$ cat src/rtl/adc_sampler.sv
// adc_sampler: round counter, MCP3002 channel-0 SPI sampler and post-reset DC bias calibration.
// Optional macro ADC_SAMPLER_RECAL_EN adds a recal input that reruns the calibration average.
module adc_sampler #(
    parameter int ROUND_LEN = 1000,
    parameter int SCLK_DIV  = 10,
    parameter int CAL_LOG2  = 6
) (
    input  logic       clk,
    input  logic       reset,
`ifdef ADC_SAMPLER_RECAL_EN
    input  logic       recal,
`endif
    input  logic       adcMiso,
    output logic       adcSclk,
    output logic       adcCs,
    output logic       adcMosi,
    output logic [9:0] counter,
    output logic [9:0] sampleVoltage,
    output logic [9:0] offset,
    output logic       calDone,
    output logic       sampleValid
);

    localparam int DW    = (SCLK_DIV > 1) ? $clog2(SCLK_DIV) : 1;
    localparam int ACC_W = 10 + CAL_LOG2;

    localparam logic [1:0] S_IDLE  = 2'd0;
    localparam logic [1:0] S_SETUP = 2'd1;
    localparam logic [1:0] S_SHIFT = 2'd2;
    localparam logic [1:0] S_HOLD  = 2'd3;

    if (ROUND_LEN < 34 * SCLK_DIV + 4 || ROUND_LEN > 1024) begin : g_bad_cfg
        $error("adc_sampler: ROUND_LEN must fit one conversion and the 10-bit counter");
    end

    logic [9:0]          counter_q, counter_d;
    logic [1:0]          state_q, state_d;
    logic [DW-1:0]       div_q, div_d;
    logic [3:0]          per_q, per_d;
    logic                half_q, half_d;
    logic                sclk_q, sclk_d;
    logic                cs_q, cs_d;
    logic                mosi_q, mosi_d;
    logic [9:0]          shreg_q, shreg_d;
    logic [9:0]          sample_q, sample_d;
    logic                valid_q, valid_d;
    logic [9:0]          offset_q, offset_d;
    logic                cal_done_q, cal_done_d;
    logic [ACC_W-1:0]    acc_q, acc_d;
    logic [CAL_LOG2-1:0] cnt_q, cnt_d;

    logic             latch;
    logic             div_end;
    logic             clr;
    logic [ACC_W-1:0] sum;

`ifdef ADC_SAMPLER_RECAL_EN
    assign clr = recal;
`else
    assign clr = 1'b0;
`endif

    // Command word, period index 0..15: start, single-ended, ch0, MSB-first, then zeros.
    function automatic logic mosi_bit(input logic [3:0] idx);
        return (idx == 4'd0) || (idx == 4'd1) || (idx == 4'd3);
    endfunction

    // Registered one cycle early so the new sample and its pulse are seen at counter ROUND_LEN-1.
    assign latch   = (counter_q == 10'(ROUND_LEN - 2));
    assign div_end = (div_q == DW'(SCLK_DIV - 1));
    assign sum     = acc_q + ACC_W'(shreg_q);

    always_comb begin
        counter_d = (counter_q == 10'(ROUND_LEN - 1)) ? 10'd0 : counter_q + 10'd1;
        state_d   = state_q;
        div_d     = div_q;
        per_d     = per_q;
        half_d    = half_q;
        sclk_d    = sclk_q;
        cs_d      = cs_q;
        mosi_d    = mosi_q;
        shreg_d   = shreg_q;
        case (state_q)
            S_IDLE: begin
                if (counter_q == 10'd1) begin
                    cs_d    = 1'b0;
                    mosi_d  = mosi_bit(4'd0);
                    div_d   = '0;
                    state_d = S_SETUP;
                end
            end
            S_SETUP: begin
                if (div_end) begin
                    div_d   = '0;
                    per_d   = 4'd0;
                    half_d  = 1'b0;
                    state_d = S_SHIFT;
                end else begin
                    div_d = div_q + DW'(1);
                end
            end
            S_SHIFT: begin
                if (!div_end) begin
                    div_d = div_q + DW'(1);
                end else begin
                    div_d = '0;
                    if (!half_q) begin
                        sclk_d = 1'b1;
                        half_d = 1'b1;
                        // Periods 7..16 carry the 10 result bits, MSB first.
                        if (per_q >= 4'd6) shreg_d = {shreg_q[8:0], adcMiso};
                    end else begin
                        sclk_d = 1'b0;
                        half_d = 1'b0;
                        if (per_q == 4'd15) begin
                            mosi_d  = 1'b0;
                            state_d = S_HOLD;
                        end else begin
                            per_d  = per_q + 4'd1;
                            mosi_d = mosi_bit(per_q + 4'd1);
                        end
                    end
                end
            end
            default: begin
                if (div_end) begin
                    div_d   = '0;
                    cs_d    = 1'b1;
                    state_d = S_IDLE;
                end else begin
                    div_d = div_q + DW'(1);
                end
            end
        endcase
    end

    always_comb begin
        sample_d   = sample_q;
        valid_d    = latch;
        offset_d   = offset_q;
        cal_done_d = cal_done_q;
        acc_d      = acc_q;
        cnt_d      = cnt_q;
        if (latch) sample_d = shreg_q;
        // A recal on a latch cycle wins: the sample is dropped from the new average.
        if (clr) begin
            acc_d      = '0;
            cnt_d      = '0;
            cal_done_d = 1'b0;
        end else if (latch && !cal_done_q) begin
            if (&cnt_q) begin
                offset_d   = sum[CAL_LOG2 +: 10];
                cal_done_d = 1'b1;
            end else begin
                acc_d = sum;
                cnt_d = cnt_q + CAL_LOG2'(1);
            end
        end
    end

    always_ff @(posedge clk) begin
        if (!reset) begin
            counter_q  <= 10'd0;
            state_q    <= S_IDLE;
            div_q      <= '0;
            per_q      <= 4'd0;
            half_q     <= 1'b0;
            sclk_q     <= 1'b0;
            cs_q       <= 1'b1;
            mosi_q     <= 1'b0;
            shreg_q    <= 10'd0;
            sample_q   <= 10'h200;
            valid_q    <= 1'b0;
            offset_q   <= 10'h200;
            cal_done_q <= 1'b0;
            acc_q      <= '0;
            cnt_q      <= '0;
        end else begin
            counter_q  <= counter_d;
            state_q    <= state_d;
            div_q      <= div_d;
            per_q      <= per_d;
            half_q     <= half_d;
            sclk_q     <= sclk_d;
            cs_q       <= cs_d;
            mosi_q     <= mosi_d;
            shreg_q    <= shreg_d;
            sample_q   <= sample_d;
            valid_q    <= valid_d;
            offset_q   <= offset_d;
            cal_done_q <= cal_done_d;
            acc_q      <= acc_d;
            cnt_q      <= cnt_d;
        end
    end

    assign counter       = counter_q;
    assign adcSclk       = sclk_q;
    assign adcCs         = cs_q;
    assign adcMosi       = mosi_q;
    assign sampleVoltage = sample_q;
    assign sampleValid   = valid_q;
    assign offset        = offset_q;
    assign calDone       = cal_done_q;

endmodule

$ cat config.mk
export PLATFORM = sky130hd
export DESIGN_NAME = adc_sampler
export DESIGN_NICKNAME = d
export VERILOG_FILES = /design/src/rtl/adc_sampler.sv
export SDC_FILE = /design/constraint.sdc
export NUM_CORES = 1
export LEC_CHECK = 0
export BUFFER_PORTS_ARGS = -buffer_cell sky130_fd_sc_hd__buf_2
export CAP_MARGIN = 30
export CORE_UTILIZATION = 55
export DETAILED_ROUTE_END_ITERATION = 10
export PLACE_DENSITY = 0.78
export SYNTH_ARGS = -nofsm -noshare
export SYNTH_HDL_FRONTEND = slang
export SYNTH_SLANG_ARGS = --single-unit
$ cat constraint.sdc
create_clock -name clk -period 3.1 [get_ports clk]
set_input_delay 0.465 -clock clk [delete_from_list [all_inputs] [get_ports clk]]
set_output_delay 0.465 -clock clk [all_outputs]
set_load 0.05 [all_outputs]
==> results_tabular.tex, run 1 <==
\begin{tabular}{lr}
\hline
Metric & Value \\
\hline
\multicolumn{2}{l}{\textbf{Synthesis}} \\
FFs w/ async S/R, synth & 0\% \\
Most common cell in the synthesized netlist & dfxtp\_1 \\
Top cells by area, synth & dfxtp\_1, ha\_1, nand2\_1 \\
Average cell area after synthesis & 8.19 um\^{}2 \\
Sequential cell area fraction in the yosys report & 40.7\% \\
Yosys warnings & 0 \\
Largest area contributor in the synthesized netlist & dfxtp\_1 \\
Syn Std Cell Area & 3840 um\^{}2 \\
Cell variety after synth & roughly 50 \\
Total of flip-flops plus latches after synthesis & 78 \\
Number of synthesized flops with an enable pin & 0 \\
Nets in the synthesized netlist & 495 \\
Most numerous cell types in the synthesized netlist & dfxtp\_1, nand2\_1, nor2\_1, a21oi\_1 \\
Post-Syn Instances & 469 \\
Top flip-flop cell by instance count after synthesis & dfxtp\_1 \\
Share of the synthesized area in the top cell type & 40.7\% \\
\multicolumn{2}{l}{\textbf{Power}} \\
Worst vdd rail ir drop & 0.289 mV \\
Switch Pwr & 597 uW \\
Fraction of power consumed by sequential logic & 51.9\% \\
Logic pwr share & 15.7\% \\
Static leakage & 1.69 nW \\
Proportion of power drawn by the clock network & 32.5\% \\
Power per standard cell area & 481 nW/um\^{}2 \\
Sw frac & 29.1\% \\
Internal portion of total power & 1.45 mW \\
\multicolumn{2}{l}{\textbf{GRT}} \\
Congestion Overflow GR & 0 \\
Pin count of the biggest net entering global routing & 51 \\
Initial antenna violation count & 0 \\
Global Route Usage Sum & 23.6\% \\
Via count of the first global-routing pass & 3071 \\
First-pass GRT wire length & 14.0 mm \\
\multicolumn{2}{l}{\textbf{Cells and area}} \\
Number of nets at the end of the flow & between 500 and 600 \\
Ratio of cells with drive above 1 in the final layout & roughly an eighth \\
Layout Area Growth over Synthesis & 11.0\% \\
Number of antenna cells inserted & 0 \\
\multicolumn{2}{l}{\textbf{Setup path}} \\
Worst setup SP type & flop \\
Delay of the slowest critical-path stage & 470 ps \\
Cell breakdown of the critical path & ha\_1 -> inv\_1 -> fa\_1 -> nand2b\_1 -> a21oi\_1 -> o211ai\_1 -> a21o\_1 -> or4\_1 -> a21oi\_1 \\
Data required time at the worst endpoint & 3370 ps \\
Kind of critical path & reg -> reg \\
Crit path arrival time & around 2800 ps \\
Worst-path maximum fanout & 6 \\
Cell with the largest stage delay on the worst path & or4\_1 \\
Capturing element type of the critical path & flop \\
Most common cell on crit path & a21oi\_1 \\
Number of cells on the worst reg-to-reg path & 9 \\
\multicolumn{2}{l}{\textbf{Outcome}} \\
Run status & complete, no violations \\
\multicolumn{2}{l}{\textbf{Clock tree}} \\
Number of buffers inserted by hold repair at cts & 0 \\
Clock root buffer & clkbuf\_8 \\
Clock transition at the registers of the reported paths & 70 ps \\
Buffer count from post-CTS setup fixing & 0 \\
Number of clock buffers inserted by TritonCTS & 9 \\
CTS tree & built \\
Sinks on Clock Net & 78 \\
Max clock buf depth & 2 \\
H-Tree Depth & 3 \\
Clk\_lat worst skew & 350 ps \\
Number of cells upsized or downsized after cts & 0 \\
\multicolumn{2}{l}{\textbf{Route}} \\
DRC violation count after routing & 0 \\
Routed WL per cell & 13.7 um \\
Detailed-route via count & roughly 3300 \\
Number of routed nets with antenna violations & 0 \\
Post-DR vias/cell & 5.67 \\
Pre-antenna DRT Iters & 4 \\
First DRT Iteration DRCs & 155 \\
Routed wire length & 8.05 mm \\
\multicolumn{2}{l}{\textbf{Die}} \\
Placeable core region & 6760 um\^{}2 \\
Site row count & 30 \\
I/O pin count & 38 \\
Overall die area & 7320 um\^{}2 \\
Initial core utilization & 56.9\% \\
Die width & $\sim$86 um \\
DIE HEIGHT & 85.6 um \\
\multicolumn{2}{l}{\textbf{STA}} \\
Normalized max-slew margin & between 40\% and 50\% \\
Final clock period utilization by the worst path & 80.6\% \\
Fmax & 400 MHz \\
Transition time of the tightest slew-check pin & 784 ps \\
Worst hold slack after final layout & 361 ps \\
Max Clock Skew & 8.32 ps \\
RSZ-0062 raised after global routing & false \\
Total Negative Setup Slacks & 0 ps \\
Final setup violation count & 0 \\
Final critical delay including setup and external delays & 2500 ps \\
Final Max Slew Viols & 0 \\
Number of hold violations in the final report & 0 \\
\multicolumn{2}{l}{\textbf{Job}} \\
Maximum capacitance violations & 0 \\
\multicolumn{2}{l}{\textbf{Place}} \\
RePlAce Congestion & 0.897 \\
HPWL after detailed placement & 5.60 mm \\
Number of I/O port buffers & 37 \\
\multicolumn{2}{l}{\textbf{Min path}} \\
Cell depth of the worst min-delay path & 3 \\
Hold Path Class & in -> reg \\
\hline
\end{tabular}
==> path summary, 6_finish.rpt <==
check / startpoint / endpoint / slack, ps
max: shreg_q[0] / acc_q[14] / 600
min: adcMiso / shreg_q[0] / 360
max reg2reg: shreg_q[0] / acc_q[14] / 600
min reg2reg: acc_q[2] / acc_q[2] / 460
==> final cells by class <==
| type | instances | area (um^2) |
|---|---|---|
| Inverter | 16 | 60.1 |
| Tap cell | 80 | 100 |
| Fill cell | 587 | 2490 |
| Timing Repair Buffer | 43 | 230 |
| Clock inverter | 4 | 22.5 |
| Multi-Input combinational cell | 356 | 2140 |
| Clock buffer | 12 | 145 |
| Sequential cell | 78 | 1560 |
==> per-layer routing <==
| layer | wire [um] | track usage (%) | share of wire [%] |
|---|---|---|---|
| met5 | 0 | 0 | 0 |
| met4 | 117 | 8.03 | 1.5 |
| met3 | 253 | 3.85 | 3.1 |
| met2 | 3680 | 38.4 | 46 |
| met1 | 4000 | 32.1 | 50 |
==> sequential cells by signal (all words and copies together), names as in the netlist <==
register,flops
acc_q,16
counter,10
offset,10
sampleVoltage,10
shreg_q,10
cnt_q,6
div_q,4
per_q,4
state_q,2
adcCs,1
adcMosi,1
adcSclk,1
calDone,1
half_q,1
sampleValid,1
==> logic make-up (layout without fill, tap and decap cells) <==
family | count (synthesis) | count (layout) | share of synthesized area (%)
buf+inv | 35 | 75 | 3.55
compound gates | 93 | 93 | 14.5
mux | 16 | 16 | 4.17
fa+ha+maj | 23 | 23 | 7.69
flops | 78 | 78 | 40.7
simple gates | 205 | 205 | 25.1
xor+xnor | 19 | 19 | 4.33
==> worst max-delay path: cells and delay by family, from the launching register on <==
kind | cells | cell delay (ps)
simple gates | 2 | 670
fa+ha+maj | 2 | 570
compound gates | 4 | 750
flops | 1 | 380
buf+inv | 1 | 60
==> cell usage in the layout (no fill, tap or decap), types with 2 or more instances in the layout <==
master / count
a211oi_1: 2
a21o_1: 2
a21oi_1: 36
a31oi_1: 2
and2_1: 3
and3_1: 4
buf_2: 37
buf_4: 6
clkbuf_1: 2
clkbuf_8: 10
clkinv_2: 3
dfxtp_1: 78
ha_1: 22
inv_1: 15
mux2i_1: 16
nand2_1: 64
nand2b_1: 8
nand3_1: 24
nand3b_1: 4
nand4_1: 8
nor2_1: 64
nor3_1: 10
nor4_1: 2
o211ai_1: 5
o21a_1: 6
o21ai_0: 24
o311ai_0: 2
o31ai_1: 5
or3_1: 2
or3b_2: 2
or4_1: 2
xnor2_1: 8
xor2_1: 11
==> through the flow <==
step,total power [mW],cell area [um^2],setup slack [ps],utilization (%),cells
finish,2.05,4260,602,63.1,589
global route,2.14,4260,358,63.1,589
CTS,2.06,4260,602,63.1,589
detailed placement,1.41,4100,639,60.6,573
global placement,1.39,4100,720,60.6,573
floorplan,1.32,3840,729,-,469
==> power by group through the flow <==
stage | Sequential (mW) | Combinational (mW) | Clock (mW)
floorplan | 1.13 | 0.194 | 0
global placement | 1.08 | 0.306 | 0
detailed placement | 1.09 | 0.321 | 0
CTS | 1.06 | 0.321 | 0.675
global route | 1.07 | 0.356 | 0.718
finish | 1.06 | 0.321 | 0.665
(Power assumes the default switching activity.)
==> run 2, diff against run 1 <==
- clock period: 3.1 -> 2.5 ns (I/O delays scaled with it)
==> run 2 against run 1 <==
Count of clock-buffer cells in the layout up 3. Register-to-register slack worse by 450 ps. Non-clock buffer count up 7. Critical endpoint unchanged. Cell count up 1.2%.
==> results_tabular.tex, run 2 (synthesis gave the netlist of run 1 again) <==
\begin{tabular}{lr}
\hline
Metric & Value \\
\hline
\multicolumn{2}{l}{\textbf{Power}} \\
Static leakage & about 1.7 nW \\
Power per standard cell area & 583 nW/um\^{}2 \\
Worst vdd rail ir drop & $\sim$0.46 mV \\
Fraction of power consumed by sequential logic & 52.1\% \\
Switch Pwr & approximately 720 uW \\
Pwr Total & around 2.5 mW \\
Logic pwr share & 15.8\% \\
Sw frac & 28.4\% \\
Internal portion of total power & 1.81 mW \\
Proportion of power drawn by the clock network & 32.1\% \\
\multicolumn{2}{l}{\textbf{Route}} \\
Detailed-route via count & 3449 \\
Routed wire length & 8.17 mm \\
Number of routed nets with antenna violations & 0 \\
First DRT Iteration DRCs & 171 \\
DRC violation count after routing & 0 \\
Routed WL per cell & around 14 um \\
Post-DR vias/cell & 5.79 \\
Pre-antenna DRT Iters & 5 \\
\multicolumn{2}{l}{\textbf{STA}} \\
Setup ws final & 154 ps \\
Fmax & 426 MHz \\
Transition time of the tightest slew-check pin & 586 ps \\
Final setup violation count & 0 \\
Max Clock Skew & 7.73 ps \\
Final clock period utilization by the worst path & between 90\% and 100\% \\
Worst hold slack after final layout & 279 ps \\
RSZ-0062 raised after global routing & false \\
Final critical delay including setup and external delays & 2350 ps \\
Total Negative Setup Slacks & 0 ps \\
Normalized max-slew margin & 60.7\% \\
Final Max Slew Viols & 0 \\
Number of hold violations in the final report & 0 \\
\multicolumn{2}{l}{\textbf{Die}} \\
Overall die area & 7320 um\^{}2 \\
Site row count & 30 \\
I/O pin count & 38 \\
Initial core utilization & roughly 57\% \\
Die width & 85.6 um \\
Placeable core region & approximately 6800 um\^{}2 \\
DIE HEIGHT & 85.6 um \\
\multicolumn{2}{l}{\textbf{Clock tree}} \\
H-Tree Depth & 3 \\
Number of clock buffers inserted by TritonCTS & 9 \\
Sinks on Clock Net & 78 \\
Clk\_lat worst skew & $\sim$350 ps \\
Max clock buf depth & 2 \\
CTS tree & built \\
Clock root buffer & clkbuf\_8 \\
Clock transition at the registers of the reported paths & 70 ps \\
\multicolumn{2}{l}{\textbf{Cells and area}} \\
Most flop-heavy register & acc\_q \\
Multi-input combinational cell area & between 2000 and 2500 um\^{}2 \\
Layout Area Growth over Synthesis & 12.8\% \\
Flip-flop count of the largest register after layout & 16 \\
Register area & 1560 um\^{}2 \\
Number of nets at the end of the flow & 537 \\
Filler-free cell count of the finished design & 596 \\
Post-route cell area & $\sim$4300 um\^{}2 \\
Fill count & 583 \\
Post-layout utilization of the core & 64.1\% \\
Number of antenna cells inserted & 0 \\
Most frequent standard cell in the layout excluding fill and tap cells & dfxtp\_1 \\
Ratio of cells with drive above 1 in the final layout & 13.8\% \\
Highest-count cells in the layout ignoring fill and taps & dfxtp\_1, nor2\_1, nand2\_1, buf\_2, a21oi\_1 \\
\multicolumn{2}{l}{\textbf{Place}} \\
Place WS & 26.5 ps \\
HPWL after detailed placement & 5.80 mm \\
RePlAce Congestion & approximately 0.91 \\
Number of I/O port buffers & 37 \\
Number of placed instances, taps included & $\sim$580 \\
Cell area after placement & 4150 um\^{}2 \\
\multicolumn{2}{l}{\textbf{Setup path}} \\
Data required time at the worst endpoint & approximately 2800 ps \\
Kind of critical path & reg -> reg \\
Number of cells on the worst reg-to-reg path & 9 \\
Worst-path maximum fanout & 4 \\
Crit path arrival time & 2610 ps \\
Worst r2r dst & acc\_q[14] \\
Slack of the worst reg-to-reg path & 150 ps \\
CP bufs+invs & 1 \\
Kind of cell adding the most delay to the critical path & simple AND/OR/NAND/NOR gates \\
Cell breakdown of the critical path & ha\_1 -> inv\_1 -> fa\_1 -> nand2b\_4 -> a21oi\_2 -> o211ai\_1 -> a21o\_1 -> or4\_1 -> a21oi\_1 \\
Cell with the largest stage delay on the worst path & or4\_1 \\
Capturing element type of the critical path & flop \\
Delay of the slowest critical-path stage & 490 ps \\
RR Startpoint & shreg\_q[0] \\
Worst setup SP type & flop \\
\multicolumn{2}{l}{\textbf{Outcome}} \\
Run status & complete, no violations \\
\multicolumn{2}{l}{\textbf{Min path}} \\
Hold Startpoint & adcMiso \\
Hold Path End & shreg\_q[0] \\
Hold Path Class & in -> reg \\
Cell depth of the worst min-delay path & 3 \\
\multicolumn{2}{l}{\textbf{GRT}} \\
Via count of the first global-routing pass & around 3100 \\
Global Route Usage Sum & roughly a quarter \\
Initial antenna violation count & 0 \\
Congestion Overflow GR & 0 \\
Pin count of the biggest net entering global routing & 30 \\
First-pass GRT wire length & around 14 mm \\
\multicolumn{2}{l}{\textbf{Job}} \\
Maximum capacitance violations & 0 \\
\hline
\end{tabular}
[run 2: cell types whose count changed in the layout (fill, tap and decap cells not counted), sizes merged]
cell	before	now
clkbuf	12	15
clkinv	4	2
buf	43	50
clkinvlp	1	0
[run 2: worst reg2reg max path, stage by stage (launching register included)]
cell,delay (ps)
dfxtp_2,360
ha_1,190
inv_1,60
fa_1,390
nand2b_4,170
a21oi_2,130
o211ai_1,140
a21o_1,210
or4_1,490
a21oi_1,150
[run 2: power groups by stage]
| stage | Combinational (mW) | Sequential [mW] | Clock [mW] |
|---|---|---|---|
| global placement | 0.384 | 1.34 | 0 |
| CTS | 0.398 | 1.32 | 0.830 |
| finish | 0.398 | 1.32 | 0.811 |
| floorplan | 0.241 | 1.40 | 0 |
| detailed placement | 0.395 | 1.35 | 0 |
| global route | 0.451 | 1.32 | 0.889 |
[run 2: cell type report]
cell class	instances	area share [%]
sequential	78	36.1
clock inverter	1	0.115
multi-input combinational	356	49.7
inverter	16	1.39
timing repair buffer	50	6.81
tap	80	2.31
clock buffer	15	3.61
[run 2: worst max path at each step]
| stage | endpoint | from | slack (ps) | depth (start not counted) |
|---|---|---|---|---|
| finish | acc_q[14] | shreg_q[0] | 150 | 9 |
| global route | acc_q[14] | shreg_q[0] | 10 | 9 |
| CTS | acc_q[14] | shreg_q[0] | 50 | 9 |
| detailed placement | acc_q[14] | shreg_q[0] | 30 | 9 |
| global placement | acc_q[14] | shreg_q[0] | 120 | 9 |
| floorplan | offset[9] | counter[5] | 130 | 6 |
[run 2: routing by layer]
layer	wire length, um	track usage, %	up-vias
met5	0	0	-
met4	112	10.3	0
met3	347	4.04	13
met2	3770	38.7	87
met1	3930	32.4	1634
li1	-	-	1715
[run 2: what timing repair did]
item	CTS	global route
gates resized for setup	0	3
hold buffers	0	0
pin swaps	1	0
buffers inserted	1	0
cloned	0	0
endpoints found under the setup margin	1	1
==> run 3, diff against run 2 <==
- PLACE_DENSITY: 0.78 -> 0.74
==> run 3 against run 2 <==
Count of clock-buffer cells in the layout is 4 lower. Die area stayed put. Critical path depth stayed put. Via count is 3.4% lower. Non-clock buffer count is 1 lower. Sequential share of layout area is 0.17 points lower. Critical path type unchanged. Critical endpoint unchanged. Largest power group unchanged.
==> results_tabular.tex, run 3 (synthesis gave the netlist of run 1 again) <==
\begin{tabular}{lr}
\hline
Metric & Value \\
\hline
\multicolumn{2}{l}{\textbf{Route}} \\
Post-DR vias/cell & approximately 5.6 \\
DRC violation count after routing & 0 \\
Routed wire length & 7.95 mm \\
Detailed-route via count & $\sim$3300 \\
Number of routed nets with antenna violations & 0 \\
Pre-antenna DRT Iters & 4 \\
First DRT Iteration DRCs & 140 \\
Routed WL per cell & 13.4 um \\
\multicolumn{2}{l}{\textbf{GRT}} \\
First-pass GRT wire length & 13.5 mm \\
Initial antenna violation count & 0 \\
Pin count of the biggest net entering global routing & 43 \\
Via count of the first global-routing pass & $\sim$2900 \\
Congestion Overflow GR & 0 \\
Global Route Usage Sum & between 20\% and 30\% \\
\multicolumn{2}{l}{\textbf{Setup path}} \\
Worst r2r dst & acc\_q[14] \\
Kind of critical path & reg -> reg \\
Kind of cell adding the most delay to the critical path & compound AO/OA/AOI/OAI gates \\
Slack of the worst reg-to-reg path & 110 ps \\
Data required time at the worst endpoint & 2780 ps \\
CP bufs+invs & 1 \\
Number of cells on the worst reg-to-reg path & 9 \\
Cell breakdown of the critical path & ha\_1 -> inv\_1 -> fa\_1 -> nand2b\_1 -> a21oi\_2 -> o211ai\_1 -> a21o\_1 -> or4\_1 -> a21oi\_1 \\
Crit path arrival time & 2670 ps \\
Delay of the slowest critical-path stage & 480 ps \\
Worst setup SP type & flop \\
Worst-path maximum fanout & 5 \\
RR Startpoint & shreg\_q[0] \\
Cell with the largest stage delay on the worst path & or4\_1 \\
Capturing element type of the critical path & flop \\
\multicolumn{2}{l}{\textbf{Cells and area}} \\
Most frequent standard cell in the layout excluding fill and tap cells & dfxtp\_1 \\
Number of nets at the end of the flow & 536 \\
Flip-flop count of the largest register after layout & 16 \\
Layout Area Growth over Synthesis & 13.4\% \\
Most flop-heavy register & acc\_q \\
Highest-count cells in the layout ignoring fill and taps & dfxtp\_1, nor2\_1, nand2\_1, buf\_2, a21oi\_1 \\
Number of antenna cells inserted & 0 \\
Ratio of cells with drive above 1 in the final layout & 14.4\% \\
\multicolumn{2}{l}{\textbf{Min path}} \\
Hold Path Class & in -> reg \\
Cell depth of the worst min-delay path & 3 \\
Hold Path End & shreg\_q[0] \\
Hold Startpoint & adcMiso \\
\multicolumn{2}{l}{\textbf{Outcome}} \\
Run status & complete, no violations \\
\multicolumn{2}{l}{\textbf{STA}} \\
Number of hold violations in the final report & 0 \\
Final clock period utilization by the worst path & 95.7\% \\
RSZ-0062 raised after global routing & false \\
Fmax & 418 MHz \\
Total Negative Setup Slacks & 0 ps \\
Final Max Slew Viols & 0 \\
Final setup violation count & 0 \\
Transition time of the tightest slew-check pin & 567 ps \\
Final critical delay including setup and external delays & 2390 ps \\
Worst hold slack after final layout & 268 ps \\
Normalized max-slew margin & 62.0\% \\
Max Clock Skew & 8.78 ps \\
\multicolumn{2}{l}{\textbf{Power}} \\
Internal portion of total power & 1.93 mW \\
Static leakage & 1.73 nW \\
Worst vdd rail ir drop & 0.355 mV \\
Sw frac & 28.0\% \\
Power per standard cell area & about 620 nW/um\^{}2 \\
Logic pwr share & 14.4\% \\
Switch Pwr & 749 uW \\
Proportion of power drawn by the clock network & between 30\% and 40\% \\
Fraction of power consumed by sequential logic & 49.1\% \\
\multicolumn{2}{l}{\textbf{Job}} \\
Maximum capacitance violations & 0 \\
\multicolumn{2}{l}{\textbf{Clock tree}} \\
H-Tree Depth & 3 \\
Number of buffers inserted by hold repair at cts & 0 \\
Sinks on Clock Net & 78 \\
Max clock buf depth & 2 \\
CTS tree & built \\
Clock root buffer & clkbuf\_8 \\
Clock transition at the registers of the reported paths & approximately 70 ps \\
Clk\_lat worst skew & 350 ps \\
Number of clock buffers inserted by TritonCTS & 9 \\
\multicolumn{2}{l}{\textbf{Place}} \\
HPWL after detailed placement & roughly 5.7 mm \\
RePlAce Congestion & 0.881 \\
Number of I/O port buffers & 37 \\
\multicolumn{2}{l}{\textbf{Die}} \\
Site row count & 30 \\
DIE HEIGHT & 85.6 um \\
Overall die area & 7320 um\^{}2 \\
Die width & between 80 and 90 um \\
Placeable core region & 6760 um\^{}2 \\
I/O pin count & 38 \\
Initial core utilization & 56.9\% \\
\hline
\end{tabular}
## run 3: area by class of cell
type                            instances  area [um^2]
Tap cell                               80          100
Clock buffer                           11          151
Sequential cell                        78         1560
Inverter                               16         60.1
Multi-Input combinational cell        356         2150
Clock inverter                          5         57.6
Timing Repair Buffer                   49          275
Fill cell                             607         2400
## run 3: power groups by stage
stage / sequential [mW] / combinational, mW / clock [mW]
6_report: 1.32 / 0.387 / 0.976
5_1_grt: 1.32 / 0.434 / 1.06
4_1_cts: 1.32 / 0.388 / 0.996
3_5_place_dp: 1.35 / 0.386 / 0
3_3_place_gp: 1.34 / 0.377 / 0
2_1_floorplan: 1.40 / 0.241 / 0
## run 3: worst max-delay path by stage
stage                      to       start  cells after the start
CTS                 acc_q[14]  shreg_q[0]                      9
detailed placement  acc_q[14]  shreg_q[0]                      9
floorplan           offset[9]  counter[5]                      6
global placement    acc_q[14]  shreg_q[0]                      9
global route        acc_q[14]  shreg_q[0]                      9
finish              acc_q[14]  shreg_q[0]                      9
## run 3: worst reg2reg max path, stage by stage, from the launching register on
cell	delay, ps
dfxtp_2	350
ha_1	160
inv_1	60
fa_1	370
nand2b_1	190
a21oi_2	150
o211ai_1	150
a21o_1	240
or4_1	480
a21oi_1	170
## run 3: per-stage QoR
step	std cells	total power, mW	worst slack [ps]	instance area (um^2)	utilization (%)
finish	595	2.68	107	4350	64.4
global route	595	2.81	11.1	4350	64.4
CTS	594	2.70	12.6	4340	64.3
detailed placement	578	1.73	36.0	4130	61.2
global placement	578	1.72	145	4130	61.2
floorplan	469	1.64	129	3840	-
## run 3: metal layers
layer / wire length [um] / global-route usage (%) / share of wire (%)
met5: 0 / 0 / 0
met4: 112 / 8.64 / 1.4
met3: 362 / 5.49 / 4.6
met2: 3760 / 37.5 / 47
met1: 3720 / 30.6 / 47
## run 3: what timing repair did
action,CTS,global route
setup endpoints to repair,0,1
setup buffers,0,1
resized for setup,0,2
